## src/rtl/div_sqrt_norm_round.sv

```systemverilog
// rtl/div_sqrt_norm_round.sv - normalize, round and pack stage for a single-precision div/sqrt unit
//
// Two-stage pipeline. S1 normalizes the [1,4) mantissa (and, in the denormal
// build, shifts tiny results right). S2 rounds, detects overflow/underflow,
// applies special-value overrides and packs an IEEE single.
//
// Ports:
//   Clk_CI           clock, rising edge
//   Rst_RI           synchronous active-high reset
//   Valid_SI/Ready_SO upstream handshake
//   Kill_SI          flush every in-flight result
//   Sign_DI          result sign
//   Exp_DI[9:0]      signed biased exponent of the Mant_DI[25] position
//   Mant_DI[26:0]    mantissa, value Mant_DI * 2^-25; [1] guard, [0] round
//   Sticky_SI        OR of all bits below round
//   RM_SI[1:0]       0 nearest-even, 1 truncate, 2 +inf, 3 -inf
//   SpecialNaN_SI/SpecialInf_SI/SpecialZero_SI  one-hot result overrides
//   Valid_SO/Ready_SI downstream handshake
//   Result_DO[31:0]  packed IEEE single
//   OF_SO/UF_SO/NX_SO overflow, underflow, inexact (only meaningful with Valid_SO)
//
// Build option: define DIV_SQRT_DENORM_EN to produce subnormal results;
// otherwise tiny results flush to signed zero with UF and NX set.

module div_sqrt_norm_round (
  input  logic              Clk_CI,
  input  logic              Rst_RI,
  input  logic              Valid_SI,
  output logic              Ready_SO,
  input  logic              Kill_SI,
  input  logic              Sign_DI,
  input  logic signed [9:0] Exp_DI,
  input  logic [26:0]       Mant_DI,
  input  logic              Sticky_SI,
  input  logic [1:0]        RM_SI,
  input  logic              SpecialNaN_SI,
  input  logic              SpecialInf_SI,
  input  logic              SpecialZero_SI,
  output logic              Valid_SO,
  input  logic              Ready_SI,
  output logic [31:0]       Result_DO,
  output logic              OF_SO,
  output logic              UF_SO,
  output logic              NX_SO
);

  localparam logic [1:0] C_RM_NEAREST  = 2'd0;
  localparam logic [1:0] C_RM_TRUNC    = 2'd1;
  localparam logic [1:0] C_RM_PLUSINF  = 2'd2;
  localparam logic [1:0] C_RM_MINUSINF = 2'd3;

  // ---------------- handshake ----------------
  logic s1_valid, s2_valid;
  logic s1_load, s2_load;

  assign s2_load  = !s2_valid || Ready_SI;
  assign s1_load  = !s1_valid || s2_load;
  assign Ready_SO = s1_load;

  // ---------------- stage 1: normalize ----------------
  logic [25:0]        norm_mant;
  logic signed [10:0] norm_exp;
  logic               norm_sticky;
  logic               norm_tiny;

  logic [25:0]        s1_mant_d;
  logic signed [10:0] s1_exp_d;
  logic               s1_sticky_d;

  always_comb begin
    if (Mant_DI[26]) begin
      // Value in [2,4): bring the leading one down to bit 25.
      norm_mant   = Mant_DI[26:1];
      norm_exp    = 11'(Exp_DI) + 11'sd1;
      norm_sticky = Sticky_SI | Mant_DI[0];
    end else begin
      norm_mant   = Mant_DI[25:0];
      norm_exp    = 11'(Exp_DI);
      norm_sticky = Sticky_SI;
    end
    norm_tiny = (norm_exp <= 11'sd0);
  end

`ifdef DIV_SQRT_DENORM_EN
  logic [10:0] sh_raw;
  logic [4:0]  shamt;
  logic [25:0] lost_mask;

  always_comb begin
    // Shift so the value lands at exponent field 0 (weight 2^-126 on bit 25).
    // Beyond 26 places everything is already in sticky.
    sh_raw      = 11'd1 - norm_exp;
    shamt       = (sh_raw > 11'd26) ? 5'd26 : sh_raw[4:0];
    lost_mask   = (26'd1 << shamt) - 26'd1;
    s1_mant_d   = norm_mant;
    s1_exp_d    = norm_exp;
    s1_sticky_d = norm_sticky;
    if (norm_tiny) begin
      s1_mant_d   = norm_mant >> shamt;
      s1_exp_d    = 11'sd0;
      s1_sticky_d = norm_sticky | (|(norm_mant & lost_mask));
    end
  end
`else
  always_comb begin
    s1_mant_d   = norm_mant;
    s1_exp_d    = norm_exp;
    s1_sticky_d = norm_sticky;
  end
`endif

  logic [25:0]        s1_mant;
  logic signed [10:0] s1_exp;
  logic               s1_sticky, s1_sign, s1_tiny;
  logic [1:0]         s1_rm;
  logic               s1_nan, s1_inf, s1_zero;

  always_ff @(posedge Clk_CI) begin
    if (s1_load && Valid_SI) begin
      s1_mant   <= s1_mant_d;
      s1_exp    <= s1_exp_d;
      s1_sticky <= s1_sticky_d;
      s1_sign   <= Sign_DI;
      s1_tiny   <= norm_tiny;
      s1_rm     <= RM_SI;
      s1_nan    <= SpecialNaN_SI;
      s1_inf    <= SpecialInf_SI;
      s1_zero   <= SpecialZero_SI;
    end
  end

  // ---------------- stage 2: round and pack ----------------
  logic               inexact, round_up, carry, ovf;
  logic [24:0]        rounded;
  logic signed [11:0] exp_final;
  logic [31:0]        res_d;
  logic               of_d, uf_d, nx_d;

  always_comb begin
    inexact  = s1_mant[1] | s1_mant[0] | s1_sticky;
    round_up = 1'b0;
    case (s1_rm)
      C_RM_NEAREST:  round_up = s1_mant[1] & (s1_mant[0] | s1_sticky | s1_mant[2]);
      C_RM_TRUNC:    round_up = 1'b0;
      C_RM_PLUSINF:  round_up = inexact & !s1_sign;
      C_RM_MINUSINF: round_up = inexact & s1_sign;
      default:       round_up = 1'b0;
    endcase
    rounded = {1'b0, s1_mant[25:2]} + {24'd0, round_up};
    // A normal carries out of bit 24; a subnormal that reaches 2^-126 sets
    // bit 23, which is exactly exponent field 1 with fraction 0.
    carry     = s1_tiny ? rounded[23] : rounded[24];
    exp_final = {s1_exp[10], s1_exp} + {11'd0, carry};
    ovf       = !s1_tiny && (exp_final >= 12'sd255);

    res_d = {s1_sign, exp_final[7:0], rounded[22:0]};
    of_d  = ovf;
    nx_d  = inexact | ovf;
    uf_d  = s1_tiny & inexact;

    if (ovf) begin
      case (s1_rm)
        C_RM_NEAREST:  res_d = {s1_sign, 31'h7F800000};
        C_RM_TRUNC:    res_d = {s1_sign, 31'h7F7FFFFF};
        C_RM_PLUSINF:  res_d = s1_sign ? 32'hFF7FFFFF : 32'h7F800000;
        C_RM_MINUSINF: res_d = s1_sign ? 32'hFF800000 : 32'h7F7FFFFF;
        default:       res_d = {s1_sign, 31'h7F800000};
      endcase
    end

`ifndef DIV_SQRT_DENORM_EN
    if (s1_tiny) begin
      res_d = {s1_sign, 31'h0};
      of_d  = 1'b0;
      uf_d  = 1'b1;
      nx_d  = 1'b1;
    end
`endif

    if (s1_nan || s1_inf || s1_zero) begin
      of_d = 1'b0;
      uf_d = 1'b0;
      nx_d = 1'b0;
      if (s1_nan)      res_d = 32'h7FC00000;
      else if (s1_inf) res_d = {s1_sign, 31'h7F800000};
      else             res_d = {s1_sign, 31'h0};
    end
  end

  logic of_q, uf_q, nx_q;

  always_ff @(posedge Clk_CI) begin
    if (Rst_RI) begin
      s1_valid  <= 1'b0;
      s2_valid  <= 1'b0;
      Result_DO <= 32'h0;
      of_q      <= 1'b0;
      uf_q      <= 1'b0;
      nx_q      <= 1'b0;
    end else if (Kill_SI) begin
      s1_valid <= 1'b0;
      s2_valid <= 1'b0;
    end else begin
      if (s1_load) s1_valid <= Valid_SI;
      if (s2_load) s2_valid <= s1_valid;
      if (s2_load && s1_valid) begin
        Result_DO <= res_d;
        of_q      <= of_d;
        uf_q      <= uf_d;
        nx_q      <= nx_d;
      end
    end
  end

  assign Valid_SO = s2_valid;
  assign OF_SO    = s2_valid & of_q;
  assign UF_SO    = s2_valid & uf_q;
  assign NX_SO    = s2_valid & nx_q;

endmodule

```

## config.mk

```make
export PLATFORM = sky130hd
export DESIGN_NAME = div_sqrt_norm_round
export DESIGN_NICKNAME = d
export VERILOG_FILES = /design/src/rtl/div_sqrt_norm_round.sv
export SDC_FILE = /design/constraint.sdc
export NUM_CORES = 1
export LEC_CHECK = 0
export ABC_AREA = 1
export CAP_MARGIN = 40
export CORE_MARGIN = 5
export CORE_UTILIZATION = 55
export DETAILED_ROUTE_END_ITERATION = 8
export PLACE_DENSITY = 0.87
export SLEW_MARGIN = 10
export SYNTH_ARGS = -nofsm -noshare
export SYNTH_HDL_FRONTEND = slang
export SYNTH_SLANG_ARGS = --single-unit
export TNS_END_PERCENT = 5
```

## constraint.sdc

```tcl
create_clock -name Clk_CI -period 4.6 [get_ports Clk_CI]
set_input_delay 0.46 -clock Clk_CI [delete_from_list [all_inputs] [get_ports Clk_CI]]
set_output_delay 0.46 -clock Clk_CI [all_outputs]
set_load 0.01 [all_outputs]
```

* Word level (Yosys, flattened, before mapping)
Cells that the tools add are included.
Cells by class: reduce and logical (&&, ||, !) cells 14, bitwise operators 14, magnitude comparators 2, div/mod/pow operators 0, shifts and indexed selects 0, add/sub/neg operators 3, mux-type cells 19, eq/ne operators 3, multiply operators 0
Operator list (count):
- $mux 32 | 6
- $pmux 32 s4 | 1
- $mux 31 | 1
- $add 24x1->25 | 1
- $mux 25 | 1
- $add 11x2->12 | 1
- $ge 12x9->1 const B | 1
- $add 10x2->11 const B | 1
- $le 11x1->1 const B | 1
- $mux 11 | 1
- $mux 1 | 8
- $and 1x1->1 | 7
- $or 1x1->1 | 6
- $eq 2x2->1 const B | 2
- $logic_not 1->1 | 4
- $logic_or 1x1->1 | 4
- $pmux 1 s4 | 1
- $logic_and 1x1->1 | 3
- $eq 2x1->1 const B | 1
- $logic_not 2->1 | 1
- $reduce_and 2->1 | 1
- $reduce_or 2->1 | 1
- $not 1->1 | 1
Storage, ports and cells: ROM bits 0, flip-flop bits (word level) 82, memories kept 0, latch bits 0, bits in writable memories 0

* Depth between registers and ports, before layout
depth after elaboration 12, mapped depth 26

* Worst setup path before layout
OpenSTA, ideal clock, no wires.
path type flip-flop to flip-flop, start point register s1_sign, end point register Result_DO[27], setup time 0.133 ns, data arrival time 3.057 ns, stages on the path, launching flop included 24, path slack 1.410 ns, path through edfxtp_1 > inv_1 > o21ai_0 > a21oi_1 > ha_1 > ha_1 > nand2_1 > nor2_1 > a31oi_1 > a21oi_1 > ha_1 > ha_1 > nand2_1 > nor2_1 > nand2_1 > nand2_1 > nand3_1 > nor2_1 > nand2_2 > nand2_4 > buf_6 > nand3_1 > nand2_1 > a21oi_1
Between the ends: word-level cells in the longest chain between the ends 11, elaborated cells between the ends (all ways) 12
Ends and longest elaborated chain:
- start, declared | RTL line 114 | logic s1_sticky, s1_sign, s1_tiny;
- start signal, assigned | RTL line 123 | s1_sign <= Sign_DI;
- $logic_not 1->1 | RTL line 145 | C_RM_PLUSINF: round_up = inexact & !s1_sign;
- $and 1x1->1 | RTL line 145
- $pmux 1 s4 * | RTL line 142 | case (s1_rm)
- $add 24x1->25 * | RTL line 149 | rounded = {1'b0, s1_mant[25:2]} + {24'd0, round_up};
- $mux 1 * | RTL line 152 | carry = s1_tiny ? rounded[23] : rounded[24];
- $add 11x2->12 * | RTL line 153 | exp_final = {s1_exp[10], s1_exp} + {11'd0, carry};
- $ge 12x9->1 | RTL line 154 | ovf = !s1_tiny && (exp_final >= 12'sd255);
- $logic_and 1x1->1 | RTL line 154
- $mux 32 * | RTL line 161 | if (ovf) begin
- $mux 32 * | RTL line 172 | if (s1_tiny) begin
- $mux 32 * | RTL line 180 | if (s1_nan || s1_inf || s1_zero) begin
- end signal, assigned | RTL line 207 | Result_DO <= res_d;
- end, declared | RTL line 41 | output logic [31:0] Result_DO,
Every way passes the cells marked *; elsewhere a longest branch is shown, timed or not. A chain may end at the register's enable or synchronous reset.

* Worst setup path in the final report
Ends and elaborated chain as after synthesis.

==> results.py <==
metrics = {
    "yosys": {
        "synth.area.top_cells": "edfxtp_1, nand2_1, dfxtp_1, nand3_1, inv_1",
        "dominant_combinational_cell_family_by_area_after_synthesis": "simple AND/OR/NAND/NOR gates",
        "synth_area_per_cell_um2": 7.64,
        "synth_cell_types": 32,
        "synth-seq-area-share_pct": 46.3,
        "synth.yosys.warnings": 0,
        "yosys.area.top_type": "edfxtp_1",
        "synth-adder-area-share_pct": 1.38,
        "fraction_of_registers_with_async_set_reset_pct": 0,
        "synth_compound_gate_area_share_pct": 7.75,
        "synthMuxAreaShare_pct": 0,
        "post-synth-top-area-fraction_pct": 29.9,
        "synth_seq_cells": 82,
        "mappedNetlistNets": 646,
        "synth-edff-count": 45,
        "ys.flop_type": "edfxtp_1",
        "yosys.area_share.simple_pct": 32.1,
        "post_synth_inst_count": 592,
        "post_synthesis_xor_xnor_area_fraction_pct": 5.23,
        "synth.cell_area_um2": 4520,
    },
    "setup_path": {
        "setup.worst_path.end_class": "register",
        "required_ns": 4.81,
        "cp_cell_sequence": "nand2_1 > nand2_1 > o21ai_0 > a21oi_1 > ha_1 > ha_1 > nand2_1 > nor2_1 > a31oi_1 > a21oi_1 > ha_1 > ha_1 > nand2_1 > nor2_1 > nand2_1 > nand2_1 > nand3_1 > nor2_1 > nand2_2 > nand2_4 > nand3_1 > nand2_1 > a21oi_1",
        "cp-startpoint": "s1_sign$_DFFE_PP_",
        "setup.worst_path.class": "register to register",
        "critical_path.slowest_cell": "edfxtp_1",
        "critical_path.startpoint_type": "register",
        "critPathMaxStageDelay_ns": 0.41,
        "cpMostUsedCell": "nand2_1",
        "timing.critical_path.arrival_ns": 4.12,
        "r2r_cells": 23,
        "timing.rr.start": "s1_sign$_DFFE_PP_",
        "setup.worst_path.end": "Result_DO[27]$_SDFFE_PP0P_",
        "path_max_fanout": 31,
        "worstReg2RegEnd": "Result_DO[27]$_SDFFE_PP0P_",
        "r2r_setup_slack_ns": 0.70,
    },
    "cells_and_area": {
        "drive_above_1_share_pct": 5.15,
        "fillCellCount": 669,
        "number_of_standard_cells_in_the_layout_taps_in_and_fillers_out": 785,
        "num_antenna_cells": 0,
        "final_net_count": 729,
        "fin_util_pct": 69.1,
        "layout-area-overhead-vs-synth_pct": 23.8,
    },
    "cts": {
        "clk_sinks": 82,
        "post_cts.resized_instances": 0,
        "clock_insertion_delay_at_the_later_pin_of_the_skew_report_ns": 0.35,
        "worst_setup_hold_path_clk_slew_ns": 0.08,
        "maximum_level_of_the_cts_h_tree": 3,
        "tritoncts": "built",
        "tritoncts.num_buffers": 9,
        "root_buffer": "clkbuf_8",
        "total_setup_buffers_inserted_after_cts": 0,
        "holdBufCountCts": 0,
        "clock_tree.buffer_depth": 2,
    },
    "grt": {
        "gr-total-overflow": 0,
        "grt_max_degree": 46,
        "grt_pass1_vias": 4012,
        "first_pass_grt_wire_length_um": 18100,
        "global_route.usage.total_pct": 21.8,
        "grt_antenna_before_repair": 0,
    },
    "pwr": {
        "ir_worst_vdd_mv": 0.135,
        "leakagePower_nw": 2.28,
        "power-per-cell-area_nw_per_um2": 264,
    },
    "floorplan": {
        "die_area_um2": 10100,
        "dieHeight_um": 101,
        "fp.dieW_um": 101,
        "floorplan.io_pins": 86,
        "initial_utilization_pct": 55.9,
        "coreArea_um2": 8090,
        "num_rows": 33,
    },
    "timing": {
        "timing.max_slew.rel_slack_pct": 41.3,
        "fmax_ghz": 0.256,
        "grt_setup_unrepaired": "false",
        "max_slew.worst_pin.slew_ns": 0.879,
        "finalHoldViolCount": 0,
        "finalCritPeriodShare_pct": 84.9,
        "maxSlewViolCount": 0,
        "post-route-min-period_ns": 3.90,
        "setup-violations-final": 0,
        "final.setup.tns_ns": 0,
        "final.setup_skew_ns": 0.00816,
    },
    "placement": {
        "io_buffers": 85,
        "place_hpwl_um": 8390,
        "gp_congestion": 1.01,
        "place.detailed.instances": 769,
    },
    "route": {
        "routed_wire_length_per_instance_um": 13.6,
        "post_drt_via_cell_ratio": 5.33,
        "detailedRoute.firstPassIterationCount": 8,
        "dr_total_vias": 4181,
        "drc_errors": 0,
        "totalWireLength_um": 10700,
        "detail_route.iter0.violations": 317,
        "ant_nets": 0,
    },
    "min_path": {
        "whs_path_depth": 2,
        "type_of_the_tightest_min_delay_check": "register to register",
    },
    "outcome": {
        "run_status": "completed",
    },
    "job": {
        "maxCapViolCount": 0,
    },
}
-- where the power goes --
| part | switching [mW] | leakage, nW | internal, mW |
|---|---|---|---|
| Clock | 0.238 | 0.0816 | 0.192 |
| Sequential | 0.0294 | 0.741 | 0.809 |
| Combinational | 0.117 | 1.46 | 0.0925 |
-- layout by cell type, fill, tap and decap left out, drive strengths merged --
| cell type | instances |
|---|---|
| nand2 | 215 |
| clkdlybuf4s50 | 85 |
| inv | 57 |
| nand3 | 53 |
| edfxtp | 45 |
| nor2 | 45 |
| dfxtp | 37 |
| a21oi | 37 |
| xor2 | 19 |
| o21ai | 18 |
| clkbuf | 12 |
| nor3 | 10 |
| xnor2 | 8 |
| nand4 | 7 |
| ha | 5 |
| clkinv | 5 |
| buf | 5 |
| or2 | 4 |
| o21bai | 4 |
| nor4 | 3 |
| a22oi | 3 |
| a31oi | 1 |
| a31o | 1 |
| or3 | 1 |
-- how the worst min path moves through the flow --
| stage | start | endpoint |
|---|---|---|
| 6_report | Result_DO[13]$_SDFFE_PP0P_ | Result_DO[13]$_SDFFE_PP0P_ |
| 5_1_grt | Result_DO[3]$_SDFFE_PP0P_ | Result_DO[3]$_SDFFE_PP0P_ |
| 4_1_cts | Result_DO[9]$_SDFFE_PP0P_ | Result_DO[9]$_SDFFE_PP0P_ |
| 3_5_place_dp | Result_DO[13]$_SDFFE_PP0P_ | Result_DO[13]$_SDFFE_PP0P_ |
| 3_3_place_gp | Result_DO[0]$_SDFFE_PP0P_ | Result_DO[0]$_SDFFE_PP0P_ |
| 2_1_floorplan | of_q$_SDFFE_PP0P_ | of_q$_SDFFE_PP0P_ |
-- synth_stat cells, types with 2 or more instances --
library cell	count
nor3_1	8
nand2_2	4
nor2_1	43
xor2_1	19
nor4_1	3
xnor2_1	8
nand4_1	7
buf_2	4
a22oi_1	3
inv_1	57
nor2_4	2
o21bai_1	4
buf_6	5
o21ai_0	18
a21oi_1	35
nand2_1	210
ha_1	5
edfxtp_1	45
or2_2	4
nand3_1	51
dfxtp_1	37
clkbuf_1	9
a21oi_2	2
-- worst max-delay path, delay by kind of cell, from the launching register on --
| family | cells | cell delay, ns |
|---|---|---|
| DFF | 1 | 0.41 |
| AOI/OAI and AO/OA | 5 | 0.62 |
| and+or+nand+nor | 14 | 1.83 |
| adders and majority gates | 4 | 0.88 |
-- logic make-up (layout without fill, tap and decap cells) --
| group | count (synthesis) | after routing |
|---|---|---|
| AND/OR/NAND/NOR | 338 | 338 |
| buffers and inverters | 76 | 164 |
| AO/OA/AOI/OAI | 64 | 64 |
| adder cells (fa/ha/maj) | 5 | 5 |
| XOR/XNOR | 27 | 27 |
| flip-flops | 82 | 82 |
-- through the flow --
stage	hold slack [ns]	worst slack [ns]	area [um^2]	power [mW]
6_report	0.467	0.697	5600	1.48
3_3_place_gp	0.453	0.974	5420	1.05
2_1_floorplan	0.445	1.41	4520	0.970
3_5_place_dp	0.459	0.780	5440	1.06
5_1_grt	0.489	0.288	5600	1.54
4_1_cts	0.469	0.767	5600	1.48
-- state kept, by name, indices dropped and copies added (netlist names), 2 cells and up --
register and flops:
s1_rm 2, s1_exp 11, Result_DO 32, s1_mant 26
-- layout make-up --
class	instances	area (um^2)	share of cell area (%)
multi-input cells	434	2100	37.5
repair buffers	90	900	16.1
flip-flops and latches	82	2090	37.4
well taps	105	131	2.35
inverters	58	218	3.89
clock inverters	4	18.8	0.335
clock buffers	12	135	2.42
-- per-layer routing --
layer	vias up	wire (um)	global-route usage, %
met2	162	5130	36.6
met1	1903	4580	28.5
met3	24	692	3.11
li1	2092	-	-
met5	-	0	0
met4	0	263	8.39
No activity file was read; power rests on OpenSTA's default activity.
